## src/rtl/irq_ctrl_pkg.sv

```systemverilog
// irq_ctrl shared definitions: cause codes, mip/mie bit positions,
// FSM encodings and the mtvec mode value.
package irq_ctrl_pkg;

    localparam logic [3:0] IRQ_CODE_MEI = 4'd11;
    localparam logic [3:0] IRQ_CODE_MSI = 4'd3;
    localparam logic [3:0] IRQ_CODE_MTI = 4'd7;

    localparam int MIP_MEIP_BIT = 11;
    localparam int MIP_MTIP_BIT = 7;
    localparam int MIP_MSIP_BIT = 3;

    localparam logic [1:0] MTVEC_MODE_VECTORED = 2'b01;

    typedef enum logic [1:0] {
        ST_IDLE = 2'd0,
        ST_REQ  = 2'd1,
        ST_TRAP = 2'd2
    } irq_state_e;

    // pend = {ext, sw, timer}; fixed priority ext > sw > timer
    function automatic logic [3:0] irq_cause(input logic [2:0] pend);
        if (pend[2])
            return IRQ_CODE_MEI;
        else if (pend[1])
            return IRQ_CODE_MSI;
        else if (pend[0])
            return IRQ_CODE_MTI;
        return 4'd0;
    endfunction

endpackage

```

## src/rtl/irq_sync.sv

```systemverilog
// irq_sync: STAGES-deep synchroniser for an asynchronous level input.
// STAGES must be at least 2.
module irq_sync #(
    parameter int STAGES = 2
) (
    input  logic clk,
    input  logic rst,
    input  logic d,
    output logic q
);

    logic [STAGES-1:0] chain;

    always_ff @(posedge clk or posedge rst) begin
        if (rst)
            chain <= '0;
        else
            chain <= {chain[STAGES-2:0], d};
    end

    assign q = chain[STAGES-1];

endmodule

```

## src/rtl/irq_ctrl.sv

```systemverilog
// irq_ctrl: machine-mode interrupt controller with req/ack handshake.
// Define IRQ_VECTORED_EN to enable vectored mtvec mode.
module irq_ctrl
    import irq_ctrl_pkg::*;
#(
    parameter int XLEN        = 32,
    parameter int SYNC_STAGES = 2
) (
    input  logic            clk,
    input  logic            rst,
    input  logic            ext_irq,
    input  logic            m_sip,
    input  logic            m_tip,
    input  logic            mstatus_mie,
    input  logic            mie_meie,
    input  logic            mie_mtie,
    input  logic            mie_msie,
    input  logic [XLEN-1:0] mtvec,
    input  logic [XLEN-1:0] epc,
    output logic            irq_req,
    input  logic            irq_ack,
    output logic            trap_valid,
    output logic [XLEN-1:0] trap_pc,
    output logic [XLEN-1:0] trap_mcause,
    output logic [XLEN-1:0] trap_mepc,
    output logic [XLEN-1:0] mip
);

    irq_state_e      state;
    logic [3:0]      cause_q;
    logic [XLEN-1:0] mepc_q;
    logic            meip_s;
    logic [2:0]      pend;
    logic [3:0]      cause_nxt;
    logic            take;
    logic [XLEN-1:0] tvec_base;
    logic [XLEN-1:0] vec_off;

    irq_sync #(
        .STAGES(SYNC_STAGES)
    ) u_ext_sync (
        .clk(clk),
        .rst(rst),
        .d  (ext_irq),
        .q  (meip_s)
    );

    always_comb begin
        mip               = '0;
        mip[MIP_MEIP_BIT] = meip_s;
        mip[MIP_MTIP_BIT] = m_tip;
        mip[MIP_MSIP_BIT] = m_sip;
    end

    assign pend = {meip_s & mie_meie,
                   m_sip  & mie_msie,
                   m_tip  & mie_mtie};

    assign take      = mstatus_mie & (|pend);
    assign cause_nxt = irq_cause(pend);

    always_ff @(posedge clk or posedge rst) begin
        if (rst) begin
            state   <= ST_IDLE;
            cause_q <= '0;
            mepc_q  <= '0;
        end else begin
            unique case (state)
                ST_IDLE: begin
                    if (take) begin
                        state   <= ST_REQ;
                        cause_q <= cause_nxt;
                    end
                end
                ST_REQ: begin
                    // ack wins over withdrawal; cause stays as latched
                    if (irq_ack) begin
                        state  <= ST_TRAP;
                        mepc_q <= epc;
                    end else if (!take) begin
                        state <= ST_IDLE;
                    end else begin
                        cause_q <= cause_nxt;
                    end
                end
                ST_TRAP: state <= ST_IDLE;
                default: state <= ST_IDLE;
            endcase
        end
    end

    assign irq_req    = (state == ST_REQ);
    assign trap_valid = (state == ST_TRAP);

    assign tvec_base = mtvec & ~XLEN'(3);

`ifdef IRQ_VECTORED_EN
    assign vec_off = (mtvec[1:0] == MTVEC_MODE_VECTORED)
                   ? {{(XLEN-6){1'b0}}, cause_q, 2'b00}
                   : '0;
`else
    assign vec_off = '0;
`endif

    assign trap_pc     = trap_valid ? tvec_base + vec_off : '0;
    assign trap_mcause = trap_valid ? {1'b1, {(XLEN-5){1'b0}}, cause_q} : '0;
    assign trap_mepc   = trap_valid ? mepc_q : '0;

endmodule
```

## config.mk

```make
export PLATFORM = sky130hd
export DESIGN_NAME = irq_ctrl
export DESIGN_NICKNAME = d
export VERILOG_FILES = /design/src/rtl/irq_ctrl_pkg.sv /design/src/rtl/irq_sync.sv /design/src/rtl/irq_ctrl.sv
export SDC_FILE = /design/constraint.sdc
export NUM_CORES = 1
export LEC_CHECK = 0
export CORE_MARGIN = 2
export CORE_UTILIZATION = 36
export DETAILED_ROUTE_END_ITERATION = 16
export PLACE_DENSITY = 0.93
export SYNTH_ARGS = -nofsm -noshare
export SYNTH_HDL_FRONTEND = slang
export SYNTH_HIERARCHICAL = 1
export SYNTH_SLANG_ARGS = --single-unit
```

## constraint.sdc

```tcl
create_clock -name clk -period 3.99 [get_ports clk]
set_input_delay 0.5985 -clock clk [delete_from_list [all_inputs] [get_ports clk]]
set_output_delay 0.5985 -clock clk [all_outputs]
set_load 0.05 [all_outputs]
```

# After elaboration in Yosys (flattened, before gate mapping)
# Index checks and enable logic that the tools add are counted.
[op_classes] mux=17 n_reduce_logical=6 eq_ne=5 bitwise_logic=4
[op_table] cell="$mux W32" n=3
[op_table] cell="$mux W4" n=6
[op_table] cell="$pmux W4 S2" n=1
[op_table] cell="$mux W2" n=3
[op_table] cell="$reduce_and A2 Y1" n=3
[op_table] cell="$and A1 B1 Y1" n=4
[op_table] cell="$ne A2 B2 Y1 const B" n=2
[op_table] cell="$pmux W2 S2" n=1
[op_table] cell="$mux W1" n=3
[op_table] cell="$ne A3 B3 Y1 const B" n=1
[op_table] cell="$reduce_or A3 Y1" n=1
[op_table] cell="$eq A2 B1 Y1 const B" n=1
[op_table] cell="$eq A2 B2 Y1 const B" n=1
[op_table] cell="$logic_not A2 Y1" n=1
[op_table] cell="$reduce_bool A2 Y1" n=1
[totals] input_bits=74 out_inout_bits=130 register_bits=40

# Depth between registers and ports, before layout
# Gate-level depths: netlist (run 1).
[depth] word_depth=8 mapped_depth=5

# By module
# The synthesis (run 1) kept the hierarchy.
[by_module_without_submodules] module="irq_ctrl" cells_per_inst=227 n_inst=1 area_per_inst_um2=2466.1 seq_area_each_um2=925.9
[by_module_without_submodules] module="irq_sync" cells_per_inst=3 n_inst=1 area_per_inst_um2=53.8 seq_area_each_um2=50.0

# Worst setup path after synthesis (run 1)
# OpenSTA, ideal clock, no wires.
[synth_timing] kind="flip-flop to output port" start="reg state[0]" end="out trap_mepc[14]" stages_incl_launch_ff=4 slack_ns=1.698 arrival_ns=1.693 cell_sequence="dfrtp_1 -> and2b_1 -> clkbuf_1 -> and2_1"
[synth_via] elab_chain_len=2
[synth_lines] element="start: declaration" line_no="irq_ctrl.sv:29" text="irq_state_e state;"
[synth_lines] element="start signal: assignment" line_no="irq_ctrl.sv:64" text="state <= ST_IDLE;"
[synth_lines] element="start signal: assignment" line_no="irq_ctrl.sv:71" text="state <= ST_REQ;"
[synth_lines] element="start signal: assignment" line_no="irq_ctrl.sv:78" text="state <= ST_TRAP;"
[synth_lines] element="$eq A2 B2 Y1" line_no="irq_ctrl.sv:93" text="assign trap_valid = (state == ST_TRAP);"
[synth_lines] element="named net trap_valid" line_no="irq_ctrl.sv:22" text="output logic trap_valid,"
[synth_lines] element="$mux W32" line_no="irq_ctrl.sv:107" text="assign trap_mepc = trap_valid ? mepc_q : '0;"
[synth_lines] element="end: declaration" line_no="irq_ctrl.sv:25" text="output logic [XLEN-1:0] trap_mepc,"
# The timed path passes the listed nets, and every way through them passes these cells.

# Worst setup path after layout (run 1)
[layout_timing] start="reg state[0]" end="out trap_mepc[4]"
[layout_via] elab_chain_len=2
[layout_lines] element="$eq A2 B2 Y1" line_no="irq_ctrl.sv:93"
[layout_lines] element="$mux W32" line_no="irq_ctrl.sv:107"
# No other way between the ends.

==> results.md, run 1 <==
* Status: complete, no violations
* Initial antenna violation count at 0
* Slew Viols, Final at 0
* Synth top area share at 0.387
* Via count at between 1500 and 2000
* CTS Hold Bufs at 0
* Clk slew on worst S/H paths at approximately 0.080 ns
* Final-layout fill cell count at approximately 570
* Row cnt at 30
* Antenna viol nets, final at 0
* Minimum clock period at approximately 3.0 ns
* Rel. slew slack at 0.272
* Max IR drop VDD at 217 uV
* Clock Latency Late Sink at about 0.28 ns
* Prevailing post-synth register cell: dfrtp_1
* Slowest library cell on the worst path: clkdlybuf4s50_1
* Grt ovf at 0
* Final cell count without fillers at ~460
* # setup viols final at 0
* Final worst setup slack at between 1 and 1.5 ns
* Async set-reset flop share out of synthesis at 1.00
* CTS buffer count at 5
* Crit Path Class: register to output port
* Leak at roughly 1.8 nW
* Postcts setup bufs at 0
* Die Span X at between 80 and 90 um
* Cell taking the most area after synthesis: dfrtp_1
* Synth area leaders: dfrtp_1 39%, buf_4 19%, mux2_4 17%, and2_1 17%, buf_6 1.3%
* Max Buffers Root-to-Sink at 2
* First-pass GRT wire length at about 9.3 mm
* Distinct cell type count after synthesis at 23
* # H-tree levels at 2
* Core ar. at 6790 um^2
* Placed cells at between 400 and 500
* TritonCTS clock tree: yes
* Synthesized instance count at 230
* DRC Markers at 0
* Initial drt markers at between 40 and 50
* TNS Setup at 0 ns
* First-pass DRT Iterations at 4
* Total die area at a little under 8000 um^2
* Post-synthesis cell area at about 2500 um^2
* Power Dens Cells at between 300 and 400 nW/um^2
* Share of layout cells above drive strength 1 at 0.112
* Cell chain of the critical path: and2b_1 > buf_4 > and2_1 > clkdlybuf4s50_1
* Worst-path maximum fanout at 67
* Sequential area share after synthesis at 0.387
* ANT cells at 0
* Die Ht at a little under 90 um
* Number of synthesized flops with an enable pin at 0
* PostCTS Resize Cnt at 0
* Clock Skews at 0.00646 ns
* Worst-margin pin slew at 1.09 ns
* #FFs+latches synth at 39
* Setup crit start kind: register
* Critical Path Max Stage Delay at approximately 0.82 ns
* Detailed-route vias per instance at 4.05
* RSZ-0062 raised after global routing: false
* CTS root buf: clkbuf_8
* Worst EP arrival at 2.36 ns
* GR Util All Layers at 0.157
* Fin crit share at 0.741
* Total Routed Length at approximately 6.4 mm
* GP Congestion at ~0.76
* Avg WL per Cell at around 14 um
* Area delta synth->final at 53.5%
* Clock sink count at 39
* Ports at just over 200
* Top cells by count, synth: 67 x and2_1, 63 x buf_4, 39 x dfrtp_1, 29 x mux2_4, 5 x buf_2
* Max Clk Rate at 338 MHz
* Average size of a mapped cell at about 11 um^2
* Final Util at 0.569
* Max_cap viols at 0
* Synthesis warning total at 6
* Count leader, synth: and2_1
* Port-buffer cells at roughly 140
* CP endpoint kind: output port
* Largest net degree at the start of global routing at between 60 and 70
* Total Nets Final at 440
* Hold Vio Cnt, Final at 0
* Vias in the first global route at approximately 1900
* Initial Util at 0.371
* Pre-CTS WS at between 1 and 1.5 ns
* Critical Path RT at 3.39 ns
* Hold Path Class: register to register
* Hpwl dp at slightly below 5 mm
-- worst max-delay path: cells and delay by family, from the launching register on --
| kind | cells | cell delay (ns) |
|---|---|---|
| buffers and inverters | 2 | 1.25 |
| and+or+nand+nor | 2 | 0.40 |
| DFF | 1 | 0.40 |
-- registers in the layout, summed over array words and instances, names as in the netlist --
name	count
mepc_q	32
cause_q	3
state	2
u_ext_sync/chain	2
-- through the flow --
step	hold WS, ns	power (mW)	area [um^2]
final	0.356	1.44	3870
after global routing	0.364	1.51	3870
after CTS	0.362	1.46	3870
after detailed placement	0.350	1.12	3760
after global placement	0.338	1.10	3760
after floorplan	0.331	0.998	2730
-- layout by cell type (no fill, tap or decap) --
master,instances
dfrtp_1,39
and2_1,67
a22oi_1,1
inv_1,3
nand2_1,3
mux2_1,3
mux2_4,29
nor2b_1,1
a41oi_1,1
nand3_1,1
clkbuf_8,5
buf_4,2
conb_1,58
a21o_1,1
and2b_1,1
clkinvlp_4,1
inv_2,1
a32o_1,1
nand2_2,1
clkdlybuf4s50_1,143
nor2b_4,1
a21oi_1,1
a22o_1,1
bufinv_16,1
-- area by class of cell --
class / instances / area (um^2) / share of cell area
multi-input combinational: 171 / 1200 / 0.311
clock buffer: 5 / 68.8 / 0.0178
tap: 96 / 120 / 0.0311
timing repair buffer: 145 / 1450 / 0.374
clock inverter: 2 / 37.5 / 0.00971
inverter: 4 / 15.0 / 0.00388
sequential: 39 / 976 / 0.252
-- path summary, 6_finish.rpt --
path | from | to | slack [ns] | cells after the start
hold reg to reg | u_ext_sync/chain[0]$_DFF_PP0_ | u_ext_sync/chain[1]$_DFF_PP0_ | 0.36 | 0
max in group asynchronous | rst | mepc_q[27]$_DFFE_PP0P_ | 2.57 | 3
setup reg to reg | state[1]$_DFFE_PP0P_ | mepc_q[22]$_DFFE_PP0P_ | 2.11 | 3
hold / removal | u_ext_sync/chain[0]$_DFF_PP0_ | u_ext_sync/chain[1]$_DFF_PP0_ | 0.36 | 0
min in group asynchronous | rst | u_ext_sync/chain[1]$_DFF_PP0_ | 0.50 | 2
setup / recovery | state[0]$_DFFE_PP0P_ | trap_mepc[4] | 1.04 | 4
-- logic make-up (layout without fill, tap and decap cells) --
| group | after synthesis | after routing | share of synthesized area |
|---|---|---|---|
| AND/OR/NAND/NOR | 75 | 75 | 0.186 |
| AO/OA/AOI/OAI | 6 | 6 | 0.0189 |
| buffers and inverters | 77 | 156 | 0.220 |
| multiplexers | 32 | 32 | 0.186 |
| other | 1 | 58 | 0.00149 |
| flip-flops | 39 | 39 | 0.387 |
-- per-layer routing --
metal	up-vias	part of all wire	global-route usage	wire, um
met5	-	0	0	0
met4	0	0.0039	0.0308	25
met3	2	0.077	0.0509	492
met2	106	0.53	0.292	3390
met1	888	0.39	0.175	2470
li1	875	-	-	-
-- power by group --
group          internal (mW)  leakage [nW]  switching, mW  total, mW
Sequential             0.495         0.463         0.0564      0.552
Combinational          0.251          1.27          0.313      0.564
Clock                  0.183        0.0502          0.141      0.324
No activity file was read; power rests on OpenSTA's default activity.
==> run 2: changes to the inputs <==
--- a/config.mk
+++ b/config.mk
@@ -6,9 +6,9 @@
 export NUM_CORES = 1
 export LEC_CHECK = 0
 export CORE_MARGIN = 2
-export CORE_UTILIZATION = 36
+export CORE_UTILIZATION = 30
 export DETAILED_ROUTE_END_ITERATION = 16
-export PLACE_DENSITY = 0.93
+export PLACE_DENSITY = 0.84
 export SYNTH_ARGS = -nofsm -noshare
 export SYNTH_HDL_FRONTEND = slang
 export SYNTH_HIERARCHICAL = 1
==> constraint.sdc (replaced) <==
create_clock -name clk -period 2.5 [get_ports clk]
set_input_delay 0.375 -clock clk [delete_from_list [all_inputs] [get_ports clk]]
set_output_delay 0.375 -clock clk [all_outputs]
set_load 0.05 [all_outputs]
==> results.md, run 2 (synthesis gave the netlist of run 1 again) <==
* Status: complete, no violations
* Crit-path most repeated cell: clkdlybuf4s50_1
* Comb power frac at 0.422 (+0.030)
* Initial antenna violation count at 0 (unchanged)
* Cell chain of the critical path: clkdlybuf4s50_1 > clkdlybuf4s50_1
* Ports at 204 (unchanged)
* Critical Path RT at 2.12 ns (-1.27 ns)
* Max_cap viols at 0 (unchanged)
* CTS root buf: clkbuf_8
* TritonCTS clock tree: yes
* Clock Skews at 0.00573 ns (-0.000732 ns)
* Setup crit start kind: primary input
* Rel. slew slack at 0.659 (+0.387)
* Leak at 2.12 nW (+19%)
* DRC Markers at 0 (unchanged)
* Clock Latency Late Sink at 0.28 ns (about the same)
* RSZ-0062 raised after global routing: false
* Worst-margin pin slew at 0.510 ns (-0.578 ns)
* Core ar. at 8180 um^2 (+20%)
* PostCTS Resize Cnt at 0 (unchanged)
* Vias in the first global route at 1994 (+5.7%)
* Crit path max-delay family: buffers and inverters
* Antenna viol nets, final at 0 (unchanged)
* Via count at 1892 (+1.1%)
* Die Ht at 95.7 um (+9.1%)
* Port-buffer cells at 143 (unchanged)
* Most frequent cells in the layout: 75 x clkdlybuf4s50_1, 69 x buf_12, 67 x and2_1
* GP Congestion at 0.760 (about the same)
* Clk slew on worst S/H paths at 0.08 ns (about the same)
* Fin crit share at 0.843
* GR Util All Layers at 0.146 (-0.0107)
* ANT cells at 0 (unchanged)
* Clock sink count at 39 (unchanged)
* Worst EP arrival at 1.73 ns (-0.63 ns)
* Crit Path Class: primary input to output port
* Row cnt at 33 (+10%)
* Top flop regs: mepc_q (32), cause_q (3)
* Total Routed Length at 6.77 mm (+6.2%)
* Postcts setup bufs at 0 (unchanged)
* Initial drt markers at 47 (+12%)
* Reg power frac at 0.362 (-0.021)
* Slew Viols, Final at 0 (unchanged)
* Hold Path Class: primary input to asynchronous set/reset pin
* Max reg flops at 32 (unchanged)
* Minimum clock period at ~2.1 ns
* CTS Hold Bufs at 0 (unchanged)
* # setup viols final at 0 (unchanged)
* # H-tree levels at 2 (unchanged)
* Internal Power at 1.58 mW (+70%)
* Grt ovf at 0 (unchanged)
* TNS Setup at 0 ns (unchanged)
* Initial Util at 0.308 (-0.0627)
* Max Clk Rate at 474 MHz
* Hpwl dp at 5.45 mm (+9.7%)
* Power Dens Cells at 528 nW/um^2 (+42%)
* Most flops, register: mepc_q
* R2r setup slk at 1.15 ns (-0.96 ns)
* Seq. cell area at 976 um^2 (unchanged)
* Die Span X at 95.7 um (+9.1%)
* First-pass GRT wire length at 10.2 mm (+9.1%)
* Share of layout cells above drive strength 1 at 0.302 (+0.190)
* Max IR drop VDD at 314 uV (+45%)
* Crit Reg-Reg Endpoint: mepc_q[21]$_DFFE_PP0P_
* First-pass DRT Iterations at 4 (unchanged)
* Total die area at 9150 um^2 (+19%)
* Worst r2r path cells at 4 (+1)
* WP buf/inv at 2 (unchanged)
* Reg-to-Reg Start: state[0]$_DFFE_PP0P_
* Clock share of power at 0.216 (-0.009)
* CP endpoint kind: output port
* Final-layout fill cell count at 682 (+19%)
* Switch Pwr at 0.844 mW (+65%)
* Worst-path maximum fanout at 4 (-94%)
* Worst Setup SP: m_tip
* Detailed-route vias per instance at 4.00 (-1.2%)
* Largest net degree at the start of global routing at 46 (-32%)
* Post-DP Area at 4480 um^2 (+19%)
* Multi-input logic area at 1200 um^2 (unchanged)
* Pre-CTS WS at 0.382 ns (-0.965 ns)
* Most common cell after layout, fill and taps aside: clkdlybuf4s50_1
* Final worst setup slack at 0.391 ns (-0.644 ns)
* Avg WL per Cell at 14.3 um (+3.8%)
* Hold Vio Cnt, Final at 0 (unchanged)
* Sw Ratio at 0.349 (-0.00580)
* Slowest library cell on the worst path: clkdlybuf4s50_1
* CTS buffer count at 5 (unchanged)
* Total Nets Final at 442 (+0.45%)
* Max Buffers Root-to-Sink at 2 (unchanged)
* Area delta synth->final at 82.0%
* Fin area at 4590 um^2 (+19%)
* Critical Path Max Stage Delay at 0.83 ns (about the same)
run 2: power by group through the flow:
stage          registers [mW]  logic (mW)  clock network (mW)
2_1_floorplan           0.852       0.741                   0
3_3_place_gp            0.875        1.01                   0
4_1_cts                 0.879        1.03               0.543
3_5_place_dp            0.886        1.03                   0
6_report                0.877        1.02               0.523
5_1_grt                 0.901        1.07               0.572
run 2: area by class of cell:
cell class,count,share of cell area
repair buffers,147,0.470
multi-input cells,171,0.262
flip-flops and latches,39,0.213
well taps,105,0.0286
clock buffers,5,0.0150
clock inverters,2,0.00818
inverters,4,0.00327
run 2: how the worst max path moves through the flow:
stage | end | cells after the start
after floorplan | trap_mepc[14] | 3
after global placement | mip[7] | 2
after detailed placement | mip[7] | 2
after CTS | mip[7] | 2
after global routing | mip[7] | 2
final | mip[7] | 2
run 2: layer usage:
layer	global-route usage	wire (um)	part of all wire
met2	0.265	3590	0.53
met5	0	0	0
met3	0.0451	671	0.099
met4	0.0345	47	0.0069
met1	0.167	2460	0.36
run 2: metrics by stage:
| stage | instances | hold WS (ns) | utilization | power, mW |
|---|---|---|---|---|
| 2_1_floorplan | 287 | 0.116 | - | 1.59 |
| 3_3_place_gp | 466 | 0.336 | 0.548 | 1.88 |
| 3_5_place_dp | 466 | 0.343 | 0.548 | 1.91 |
| 4_1_cts | 473 | 0.253 | 0.561 | 2.45 |
| 5_1_grt | 473 | 0.267 | 0.561 | 2.54 |
| 6_report | 473 | 0.266 | 0.561 | 2.42 |
==> run 3: changes to the inputs <==
--- a/config.mk
+++ b/config.mk
@@ -6,9 +6,9 @@
 export NUM_CORES = 1
 export LEC_CHECK = 0
 export CORE_MARGIN = 2
-export CORE_UTILIZATION = 30
+export CORE_UTILIZATION = 33
 export DETAILED_ROUTE_END_ITERATION = 16
-export PLACE_DENSITY = 0.84
+export PLACE_DENSITY = 0.87
 export SYNTH_ARGS = -nofsm -noshare
 export SYNTH_HDL_FRONTEND = slang
 export SYNTH_HIERARCHICAL = 1
==> constraint.sdc (replaced) <==
create_clock -name clk -period 2 [get_ports clk]
set_input_delay 0.3 -clock clk [delete_from_list [all_inputs] [get_ports clk]]
set_output_delay 0.3 -clock clk [all_outputs]
set_load 0.05 [all_outputs]
==> results.md, run 3 (synthesis gave the netlist of run 1 again) <==
* Avg WL per Cell at 14.7 um (+2.3%)
* First-pass GRT wire length at 10.7 mm (+5.2%)
* Die Span X at 91.4 um (-4.5%)
* Slowest library cell on the worst path: dfrtp_1
* Core ar. at 7330 um^2 (-10%)
* RSZ-0062 raised after global routing: false
* Crit Path Class: register to output port
* Hold Path Class: primary input to asynchronous set/reset pin
* Largest net degree at the start of global routing at 38 (-17%)
* Switch Pwr at 1.06 mW (+26%)
* Crit path max-delay family: simple AND/OR/NAND/NOR gates
* Clock Skews at 0.00207 ns (-0.00366 ns)
* GR Util All Layers at 0.163 (+0.0173)
* Detailed-route vias per instance at 4.07 (+1.9%)
* Initial drt markers at 45 (-4.3%)
* Max Clk Rate at approximately 520 MHz
* Hpwl dp at 5.58 mm (+2.4%)
* Total die area at 8350 um^2 (-8.7%)
* Ports at 204 (unchanged)
* Most flops, register: mepc_q
* Worst EP arrival at 1.61 ns (-0.12 ns)
* Slew Viols, Final at 0 (unchanged)
* Row cnt at 31 (-6.1%)
* Share of layout cells above drive strength 1 at 0.314 (+0.0119)
* First-pass DRT Iterations at 4 (unchanged)
* Leak at 2.13 nW (+0.50%)
* Reg power frac at 0.375 (+0.013)
* Internal Power at 1.86 mW (+18%)
* Rel. slew slack at 0.644 (-0.0152)
* Max_cap viols at 0 (unchanged)
* Port-buffer cells at 143 (unchanged)
* CTS buffer count at 5 (unchanged)
* Worst-margin pin slew at 0.533 ns (+0.0228 ns)
* WP buf/inv at 2 (unchanged)
* Grt ovf at 0 (unchanged)
* # H-tree levels at 2 (unchanged)
* Placed cells at 461 (-1.1%)
* Clock share of power at 0.183 (-0.033)
* TNS Setup at 0 ns (unchanged)
* Max Buffers Root-to-Sink at 2 (unchanged)
* Final cell count without fillers at 469 (-0.85%)
* Initial Util at 0.344 (+0.0355)
* Via count at 1911 (+1.0%)
* Sw Ratio at 0.363 (+0.0147)
* Die Ht at 91.4 um (-4.5%)
* Postcts setup bufs at 0 (unchanged)
* Vias in the first global route at 2088 (+4.7%)
* Pre-CTS WS at 0.409 ns (+0.0270 ns)
* Comb power frac at 0.441 (+0.019)
* Cell chain of the critical path: and2b_1 > buf_12 > and2_1 > buf_12
* Critical Path Max Stage Delay at 0.40 ns (-0.43 ns)
* Area delta synth->final at 82.7%
* Status: complete, no violations
* Total Routed Length at 6.87 mm (+1.4%)
* Final worst setup slack at 0.0865 ns (-0.305 ns)
* # setup viols final at 0 (unchanged)
* Top flop regs: mepc_q (32), cause_q (3)
* GP Congestion at 0.755 (-0.70%)
* Minimum clock period at ~1.9 ns
* Max reg flops at 32 (unchanged)
* Worst-path maximum fanout at 37 (+33)
* TritonCTS clock tree: yes
* Clock sink count at 39 (unchanged)
* Hold Vio Cnt, Final at 0 (unchanged)
* Critical Path RT at 1.70 ns (-0.42 ns)
* Clock Latency Late Sink at 0.29 ns (about the same)
* Antenna viol nets, final at 0 (unchanged)
* Pwr Total at 2.92 mW (+21%)
* CTS Hold Bufs at 0 (unchanged)
* Most frequent cells in the layout: 72 x clkdlybuf4s50_1, 72 x buf_12, 67 x and2_1
* Max IR drop VDD at 379 uV (+21%)
* Fin crit share at 0.957
* Crit-path most repeated cell: buf_12
* Total Nets Final at 443 (+0.23%)
* CTS root buf: clkbuf_8
* CP endpoint kind: output port
* ANT cells at 0 (unchanged)
* Clk slew on worst S/H paths at 0.08 ns (about the same)
* Initial antenna violation count at 0 (unchanged)
* DRC Markers at 0 (unchanged)
* Power Dens Cells at 634 nW/um^2 (+20%)
* Setup crit start kind: register
[run 3: path summary, 6_finish.rpt]
path	slack, ns	from	endpoint	depth (start not counted)
max reg2reg	0.68	state[0]$_DFFE_PP0P_	mepc_q[23]$_DFFE_PP0P_	4
min	0.18	rst	u_ext_sync/chain[0]$_DFF_PP0_	2
max	0.09	state[0]$_DFFE_PP0P_	trap_mcause[1]	4
min reg2reg	0.35	u_ext_sync/chain[0]$_DFF_PP0_	u_ext_sync/chain[1]$_DFF_PP0_	0
max in group asynchronous	1.23	rst	mepc_q[28]$_DFFE_PP0P_	3
min in group clk	0.35	u_ext_sync/chain[0]$_DFF_PP0_	u_ext_sync/chain[1]$_DFF_PP0_	0
[run 3: stage by stage]
| step | util | cell area [um^2] | hold slack (ns) |
|---|---|---|---|
| after floorplan | - | 2730 | 0.0412 |
| after global placement | 0.615 | 4510 | 0.341 |
| after detailed placement | 0.615 | 4510 | 0.343 |
| after CTS | 0.627 | 4600 | 0.166 |
| after global routing | 0.628 | 4600 | 0.173 |
| final | 0.628 | 4600 | 0.176 |
[run 3: power groups by stage]
stage / combinational (mW) / clock, mW / sequential, mW
2_1_floorplan: 0.926 / 0 / 1.07
6_report: 1.29 / 0.535 / 1.10
3_5_place_dp: 1.29 / 0 / 1.11
4_1_cts: 1.30 / 0.561 / 1.10
5_1_grt: 1.34 / 0.591 / 1.12
3_3_place_gp: 1.27 / 0 / 1.10
[run 3: cell type report]
type | instances | area (um^2)
repair buffers | 148 | 2200
flip-flops and latches | 39 | 976
fillers | 530 | 2730
inverters | 4 | 15.0
clock buffers | 5 | 68.8
multi-input cells | 171 | 1200
well taps | 99 | 124
clock inverters | 3 | 20.0
[run 3: repair_timing]
item,4_1_cts,5_1_grt
hold endpoints to repair,0,0
gates resized for setup,0,1
setup endpoints to repair,0,3
[run 3: routing by layer]
| layer | vias up | share of wire | track usage |
|---|---|---|---|
| met5 | - | 0 | 0 |
| met4 | 0 | 0.0052 | 0.0442 |
| met3 | 4 | 0.10 | 0.0622 |
| met2 | 122 | 0.53 | 0.293 |
| met1 | 902 | 0.36 | 0.179 |
| li1 | 883 | - | - |
